### src/rtl/stack_if.sv
// Handshake and result bundle between the control FSM and the stack-pointer
// burst unit; the unit itself uses the slave modport.
interface stack_if #(
   parameter int WIDTH    = 8,
   parameter int PAGE_W   = 8,
   parameter int MAXBURST = 3
);
   localparam int CW = $clog2(MAXBURST + 1);

   logic                    load;
   logic [WIDTH-1:0]        in;
   logic                    start;
   logic                    dir;
   logic [CW-1:0]           count;
   logic                    busy;
   logic                    step;
   logic [PAGE_W+WIDTH-1:0] addr;
   logic                    done;
   logic                    wrap;
   logic                    wrap_err;
   logic [WIDTH-1:0]        out;

   modport master (
      output load, in, start, dir, count,
      input  busy, step, addr, done, wrap, wrap_err, out
   );

   modport slave (
      input  load, in, start, dir, count,
      output busy, step, addr, done, wrap, wrap_err, out
   );
endinterface

### src/rtl/stack_seq.sv
// 6502-style stack pointer with a fixed page and a 1..MAXBURST byte
// push/pull sequencer that emits one stack bus address per clock.
module stack_seq #(
   parameter int                WIDTH     = 8,
   parameter int                PAGE_W    = 8,
   parameter logic [PAGE_W-1:0] PAGE      = 8'h01,
   parameter logic [WIDTH-1:0]  RESET_VAL = 8'hFF,
   parameter int                MAXBURST  = 3
) (
   input logic     clk,
   input logic     rst,
   stack_if.slave  bus
);
   localparam int CW = $clog2(MAXBURST + 1);

   typedef enum logic [1:0] {IDLE, RUN, DONE} state_t;

   state_t           state_q, state_d;
   logic [WIDTH-1:0] s_q, s_d;
   logic             dir_q, dir_d;
   logic [CW-1:0]    rem_q, rem_d;
   logic             err_q, err_d;

   logic [WIDTH-1:0] s_inc;
   logic [CW-1:0]    req_len;
   logic             wrap_now;

   assign s_inc    = s_q + WIDTH'(1);
   // A step wraps when a push leaves 0 or a pull leaves all-ones.
   assign wrap_now = (state_q == RUN) && (dir_q ? (&s_q) : (s_q == '0));
   assign req_len  = (int'(bus.count) > MAXBURST) ? CW'(MAXBURST) : bus.count;

   // NOTE: state registers use non-blocking assignments so every flop samples
   // the pre-edge values; the comb block below uses blocking assignments.
   always_ff @(posedge clk or posedge rst) begin
      if (rst) begin
         state_q <= IDLE;
         s_q     <= RESET_VAL;
         dir_q   <= 1'b0;
         rem_q   <= '0;
         err_q   <= 1'b0;
      end else begin
         state_q <= state_d;
         s_q     <= s_d;
         dir_q   <= dir_d;
         rem_q   <= rem_d;
         err_q   <= err_d;
      end
   end

   always_comb begin
      // NOTE: every variable gets a default first so no path infers a latch.
      state_d = state_q;
      s_d     = s_q;
      dir_d   = dir_q;
      rem_d   = rem_q;
      err_d   = err_q;

      unique case (state_q)
         IDLE: begin
            if (bus.load) begin
               s_d   = bus.in;
               err_d = 1'b0;
            end else if (bus.start && (bus.count != '0)) begin
               dir_d   = bus.dir;
               rem_d   = req_len;
               state_d = RUN;
            end
         end
         RUN: begin
            s_d   = dir_q ? s_inc : (s_q - WIDTH'(1));
            rem_d = rem_q - CW'(1);
            if (wrap_now)
               err_d = 1'b1;
            if (rem_q == CW'(1))
               state_d = DONE;
         end
         DONE:    state_d = IDLE;
         default: state_d = IDLE;
      endcase
   end

   // Pull addresses the byte above S (increment-then-read); push addresses S.
   assign bus.busy     = (state_q != IDLE);
   assign bus.step     = (state_q == RUN);
   assign bus.addr     = {PAGE, ((state_q == RUN) && dir_q) ? s_inc : s_q};
   assign bus.done     = (state_q == DONE);
   assign bus.wrap     = wrap_now;
   assign bus.wrap_err = err_q;
   assign bus.out      = s_q;
endmodule

### src/flat_wrapper.sv
// flat-port wrapper written by rule: the top's interface ports become plain ports
module stack_seq_flat 
#(
   parameter int                WIDTH     = 8,
   parameter int                PAGE_W    = 8,
   parameter logic [PAGE_W-1:0] PAGE      = 8'h01,
   parameter logic [WIDTH-1:0]  RESET_VAL = 8'hFF,
   parameter int                MAXBURST  = 3
)
  (clk, rst, bus_load, bus_in, bus_start, bus_dir, bus_count, bus_busy, bus_step, bus_addr, bus_done, bus_wrap, bus_wrap_err, bus_out);
  stack_if #(.WIDTH(WIDTH), .PAGE_W(PAGE_W), .MAXBURST(MAXBURST)) bus_i ();
  input logic clk;
  input logic rst;
  input wire logic [$bits(bus_i.load)-1:0] bus_load;
  input wire logic [$bits(bus_i.in)-1:0] bus_in;
  input wire logic [$bits(bus_i.start)-1:0] bus_start;
  input wire logic [$bits(bus_i.dir)-1:0] bus_dir;
  input wire logic [$bits(bus_i.count)-1:0] bus_count;
  output wire logic [$bits(bus_i.busy)-1:0] bus_busy;
  output wire logic [$bits(bus_i.step)-1:0] bus_step;
  output wire logic [$bits(bus_i.addr)-1:0] bus_addr;
  output wire logic [$bits(bus_i.done)-1:0] bus_done;
  output wire logic [$bits(bus_i.wrap)-1:0] bus_wrap;
  output wire logic [$bits(bus_i.wrap_err)-1:0] bus_wrap_err;
  output wire logic [$bits(bus_i.out)-1:0] bus_out;
  assign bus_i.load = bus_load;
  assign bus_i.in = bus_in;
  assign bus_i.start = bus_start;
  assign bus_i.dir = bus_dir;
  assign bus_i.count = bus_count;
  assign bus_busy = bus_i.busy;
  assign bus_step = bus_i.step;
  assign bus_addr = bus_i.addr;
  assign bus_done = bus_i.done;
  assign bus_wrap = bus_i.wrap;
  assign bus_wrap_err = bus_i.wrap_err;
  assign bus_out = bus_i.out;
  stack_seq #(.WIDTH(WIDTH), .PAGE_W(PAGE_W), .PAGE(PAGE), .RESET_VAL(RESET_VAL), .MAXBURST(MAXBURST)) u_core (.clk(clk), .rst(rst), .bus(bus_i));
endmodule
### config.mk
export PLATFORM = sky130hd
export DESIGN_NAME = stack_seq_flat
export DESIGN_NICKNAME = d
export VERILOG_FILES = /design/src/rtl/stack_if.sv /design/src/rtl/stack_seq.sv /design/src/flat_wrapper.sv
export SDC_FILE = /design/constraint.sdc
export NUM_CORES = 1
export LEC_CHECK = 0
export BUFFER_PORTS_ARGS = -buffer_cell sky130_fd_sc_hd__buf_2
export CELL_PAD_IN_SITES_DETAIL_PLACEMENT = 0
export CELL_PAD_IN_SITES_GLOBAL_PLACEMENT = 1
export CORE_AREA = 2 2 57 80
export DETAILED_ROUTE_END_ITERATION = 10
export DIE_AREA = 0 0 59 82
export GPL_TIMING_DRIVEN = 0
export HOLD_SLACK_MARGIN = 0.06
export PLACE_DENSITY = 0.83
export RECOVER_POWER = 50
export SYNTH_ARGS = -nofsm -noshare
export SYNTH_HDL_FRONTEND = slang
export SYNTH_SLANG_ARGS = --single-unit
### constraint.sdc
create_clock -name clk -period 1.6 [get_ports clk]
set_input_delay 0.24 -clock clk [delete_from_list [all_inputs] [get_ports clk]]
set_output_delay 0.24 -clock clk [all_outputs]
set_load 0.005 [all_outputs]
==> Word level (Yosys, flattened, before mapping) <==
Cells that the tools add are included.
{ "word_totals": {"reg_bits": 14, "input_bits": 15, "output_inout_bits": 29} }
{ "op_classes": {"n_addsub": 3, "n_eq_ne": 8, "n_mux": 15, "bitwise_logic": 1, "reduce_logical": 14} }
{ "ops": {"columns": ["op", "count"], "rows": [
  ["two-way mux 8 bit", 3],
  ["case mux 8 bit (2 select lines)", 1],
  ["AND reduction 3 bit", 4],
  ["two-way mux 2 bit", 5],
  ["adder 8 x 1 -> 8 bit (second input constant)", 1],
  ["zero test 8 bit", 1],
  ["case mux 2 bit (2 select lines)", 2],
  ["AND reduction 8 bit", 1],
  ["subtractor 8 x 1 -> 8 bit (second input constant)", 1],
  ["!= test 2 x 1 -> 1 bit (second input constant)", 3],
  ["nonzero test 2 bit", 3],
  ["== test 2 x 1 -> 1 bit (second input constant)", 2],
  ["!= test 2 bit (second input constant)", 2],
  ["logical AND 1 bit", 3],
  ["two-way mux 1 bit", 3],
  ["== test 2 bit (second input constant)", 1],
  ["zero test 2 bit", 1],
  ["case mux 1 bit (2 select lines)", 1],
  ["AND reduction 2 bit", 1],
  ["subtractor 2 x 1 -> 2 bit (second input constant)", 1],
  ["NOT 1 bit", 1]
]} }

==> Logic depth before layout (Yosys ltp) <==
{ "logic_depth": {"word_depth": 5, "mapped_depth": 8, "mapped_depth_nobuf": 6} }

==> Worst setup path after synthesis <==
OpenSTA, ideal clock, no wires.
{ "synth_path": {"path_type": "register to register", "from": "reg u_core.s_q[0], in the netlist u_core.bus.out[0]", "to": "reg u_core.s_q[6], in the netlist u_core.bus.out[6]", "setup_ns": 0.083, "arrival_ns": 1.651, "required_time_ns": 1.517, "slack_ns": -0.135, "path_stages_with_launch": 8, "path_buffers": 1, "period_less_slack_ns": 1.735, "cell_sequence": "dfstp_2 buf_2 inv_1 ha_1 nor4b_1 mux2i_1 o32ai_1 a221o_1"} }
{ "synth_via": {"elab_chain_cells": 3, "word_cells_on_any_way": 4, "cone_classes": "2 x add/sub; 2 x mux"} }
{ "synth_rtl": {"columns": ["item", "line", "source"], "rows": [
  ["start: declaration", "stack_seq.sv:19", "logic [WIDTH-1:0] s_q, s_d;"],
  ["start signal: assignment", "stack_seq.sv:38", "s_q <= RESET_VAL;"],
  ["start signal: assignment", "stack_seq.sv:44", "s_q <= s_d;"],
  ["subtractor 8 x 1 -> 8 bit / adder 8 x 1 -> 8 bit (equally long branches)", "stack_seq.sv:71, stack_seq.sv:28", null],
  ["two-way mux 8 bit *", "stack_seq.sv:71", "s_d = dir_q ? s_inc : (s_q - WIDTH'(1));"],
  ["case mux 8 bit (2 select lines) *", "stack_seq.sv:59", "unique case (state_q)"]
]} }
Every way passes the cells marked *; elsewhere a longest branch is shown, timed or not.
A chain may end at the register's enable or synchronous reset.

==> Worst setup path in the final report <==
{ "layout_path": {"from": "reg u_core.s_q[2], in the netlist u_core.bus.out[2]", "to": "out bus_addr[7]"} }
{ "layout_via": {"elab_chain_cells": 2} }
{ "layout_rtl": {"columns": ["item", "line", "source"], "rows": [
  ["adder 8 x 1 -> 8 bit", "stack_seq.sv:28", "assign s_inc = s_q + WIDTH'(1);"],
  ["two-way mux 8 bit", "stack_seq.sv:86", "assign bus.addr = {PAGE, ((state_q == RUN) && dir_q) ? s_inc : s_q};"],
  ["end: declaration", "flat_wrapper.sv:21", "output wire logic [$bits(bus_i.addr)-1:0] bus_addr;"]
]} }
No other way between the ends.

==> results.toml <==
[critical_path]
critical_path.top_delay_family = "flip-flops"
critPathBufInv = 2
critical_path.cell_chain = "buf_6 > and4_4 > nand4_1 > nor2_2 > xor2_1 > buf_2"
worstSetupPathType = "flip-flop to output port"
start_kind = "flip-flop"
crit_arrival_ns = 1.71
sort_of_element_at_the_end_of_the_critical_path = "output port"
reg2reg_to = "u_core.bus.out[5]"
critical_path_required_ns = 1.36
critPathLaunch = "u_core.bus.out[2]"
rrSetupSlack_ns = -0.16
slowest_delay_ns = 0.57
setup_crit_end = "bus_addr[7]"
r2r_start = "u_core.bus.out[1]"
reg2regPathDepth = 6
cp_max_fo = 4
cp_slowest_cell = "dfstp_2"
stages_on_the_worst_setup_path = 6

[pwr]
seq_pwr_share_pct = 18.4
switching_power_mw = 1.91
ir_worst_vdd_uv = 589
clock_power_share_pct = 8.0
power_per_cell_area_nw_per_um2 = 2170
power.internal_mw = 2.56
totalPowerFinal_mw = 4.47
combinational_fraction_of_design_power_pct = 73.6
leakagePower_nw = 0.951
switching_share_pct = 42.8

[sta]
worst_slew_pin_slew_ns = 0.557
fin_worst_skew_ns = 0.00398
final_hold_violating_endpoints = 0
finalSetupViolCount = 15
minimum_clock_period_after_layout_ns = 1.95
maxClockFrequency_mhz = 512
smallest_setup_slack_after_layout_ns = -0.352
setup_total_negative_slack_ns = -2.58
timing.final.max_slew_violations = 0
rsz_0062_raised_after_global_routing = "true"
final_min_period_over_clock_period_pct = 122
max-slew-margin-rel_pct = 62.9

[layout]
fill_cells = 406
area_occupied_by_multi_input_gates_um2 = 950
seqCellArea_um2 = 362
finish.net_count = 252
postLayoutCellArea_um2 = 2060
fin_cells = 277
drive_gt1_share_pct = 56.0
syn2layout_area_growth_pct = 62.2
n_antenna_cell = 0

[min_path]
min-delay-path-class = "input pin to flip-flop"
worst_hold_path_cells = 2

[die]
ioPinCount = 44
placeable_core_region_um2 = 4130
die_y_um = 82
start_util_pct = 30.8
die_width_um = 59
fp-row-count = 28
floorplan_die_area_um2 = 4840

[synthesis]
synth_xor_xnor_area_share_pct = 5.51
synth_compound_gate_area_share_pct = 18.2
netlist_top_cells_area = "dfstp_2, dfrtp_1, mux2i_1, buf_4, nand2_1"
synth-seq-cells = 14
synth_cells = 157
post-synth-top-area-fraction_pct = 16.5
synthArstFlopShare_pct = 100
post_synth.cell_area_avg_um2 = 8.10
count_of_flip_flops_with_a_built_in_enable_after_synthesis = 0
synth_area_leader_cell = "dfstp_2"
synth_seq_area_share_pct = 28.3
yosys_warnings = 0
synthSimpleGateAreaFrac_pct = 24.8
dominantRegCellSynth = "dfstp_2"
mux_share_of_post_synthesis_cell_area_pct = 6.40
synth_adder_area_share_pct = 3.94
netlist_area_um2 = 1270
post_synth_num_cell_types = 46
synth_top_family_by_area = "simple AND/OR/NAND/NOR gates"

[placement]
post-place-cells = 243
half_perimeter_wire_length_after_placement_um = 2640
dp_worst_setup_slack_ns = -0.261
port_buffers = 35
dpl-instance-area_um2 = 1570
routabilityCongestion = 0.891

[outcome]
run_status = "finished, violations left"
violations = "setup timing"

[global_routing]
grt-ovfl-total = 0
grt_antenna_before_repair = 0
grt_use_total_pct = 15.7
grt_start_max_net_pins = 15
global_route_wire_length_before_repair_um = 5830
grt_pass1_vias = 1249

[drt]
ant_nets = 0
drt_pass1_iterations = 4
route.detailed.vias_per_inst = 5.22
drcViolationCount = 0
avgRoutedWirePerCell_um = 14.1
wl_um = 3910
detailroute.via_count = 1446
detailedRoute.firstIterationViolations = 43

[clocking]
path_clk_slew_ns = 0.06
clock_insertion_delay_worst_skew_ns = 0.25
htree_levels = 1
max-clock-path-buffers = 2
cts_sinks = 14
cts_tree = "built"
cts_made_buffers = 3
cts_root_buf = "clkbuf_8"

[flow_run]
timing.max_cap.violations = 0
-- Yosys cell counts (2+ instances only) --
| cell type | number |
|---|---|
| a21oi_1 | 10 |
| a221o_1 | 2 |
| a31oi_1 | 2 |
| and3_1 | 3 |
| buf_2 | 6 |
| buf_4 | 9 |
| clkbuf_1 | 4 |
| conb_1 | 2 |
| dfrtp_1 | 6 |
| dfstp_2 | 8 |
| ha_1 | 4 |
| inv_1 | 7 |
| mux2i_1 | 7 |
| nand2_1 | 18 |
| nand2b_1 | 4 |
| nand4_1 | 5 |
| nor2_1 | 9 |
| nor2b_1 | 4 |
| nor3_1 | 2 |
| nor4b_1 | 3 |
| o21ai_0 | 6 |
| o22ai_1 | 6 |
| xnor2_1 | 7 |
-- power by group through the flow --
stage               clock network, mW  logic (mW)  registers, mW
floorplan                           0        1.58          0.753
global placement                    0        2.18          0.785
detailed placement                  0        2.20          0.787
CTS                             0.362        2.73          0.814
global route                    0.380        3.55          0.843
finish                          0.356        3.29          0.824
-- how the worst min path moves through the flow --
stage | slack, ns | to | startpoint
after floorplan | 0.12 | u_core.bus.wrap_err | rst
after global placement | 0.32 | u_core.bus.wrap_err | rst
after detailed placement | 0.32 | u_core.bus.wrap_err | rst
after CTS | 0.22 | u_core.dir_q | bus_dir
after global routing | 0.22 | u_core.dir_q | bus_dir
final | 0.22 | u_core.dir_q | bus_dir
-- per-stage QoR --
step,hold slack (ns),utilization [%]
after CTS,0.224,45.2
after detailed placement,0.320,37.9
final,0.219,49.9
after global routing,0.218,49.9
after floorplan,0.123,-
after global placement,0.315,37.9
-- timing repair --
| action | CTS | global route |
|---|---|---|
| resized for setup | 30 | 31 |
| buffers inserted | 19 | 17 |
| pin swaps | 13 | 18 |
| endpoints found under the setup margin | 14 | 19 |
| cloned | 0 | 0 |
| hold buffers | 1 | 0 |
| hold endpoints to repair | 6 | 0 |
-- final cells by class --
class                   instances  area share (%)
repair buffers                 67            21.4
inverters                       7            1.82
multi-input cells             121            46.1
flip-flops and latches         14            17.5
plain buffers                  19            7.83
well taps                      45            2.73
clock buffers                   4            2.67
-- per-layer routing --
layer / global-route usage (%) / up-vias / share of wire, %
met3: 1.57 / 7 / 5.1
li1: - / 690 / -
met2: 29.1 / 62 / 54
met4: 5.45 / 0 / 2.3
met1: 18.2 / 687 / 38
met5: 0 / - / 0
-- registers in the layout, indices dropped and copies added (netlist names) --
register and flops:
u_core.state_q 2, u_core.rem_q 2, u_core.bus.wrap_err 1, u_core.bus.out 8, u_core.dir_q 1
-- cell usage in the layout (no fill, tap or decap), types with 4 or more instances in the layout --
cell type and n:
nand2_1 14, xnor2_1 5, clkbuf_8 4, buf_4 33, nand4_1 5, nand2_2 4, nor2b_1 4, mux2i_1 6
conb_1 8, dfstp_2 7, dfrtp_1 5, buf_6 13, o22ai_1 4, buf_2 35, a21oi_1 9, nor2_1 7
o21ai_0 4
-- kinds of logic (layout without fill, tap and decap cells) --
kind of cell             after synthesis  in the layout
XOR/XNOR                               8              8
AO/OA/AOI/OAI                         35             35
multiplexers                           8              8
AND/OR/NAND/NOR                       58             58
flip-flops                            14             14
adder cells (fa/ha/maj)                4              4
buffers and inverters                 28             97
other                                  2              8
No activity file was read; power rests on OpenSTA's default activity.
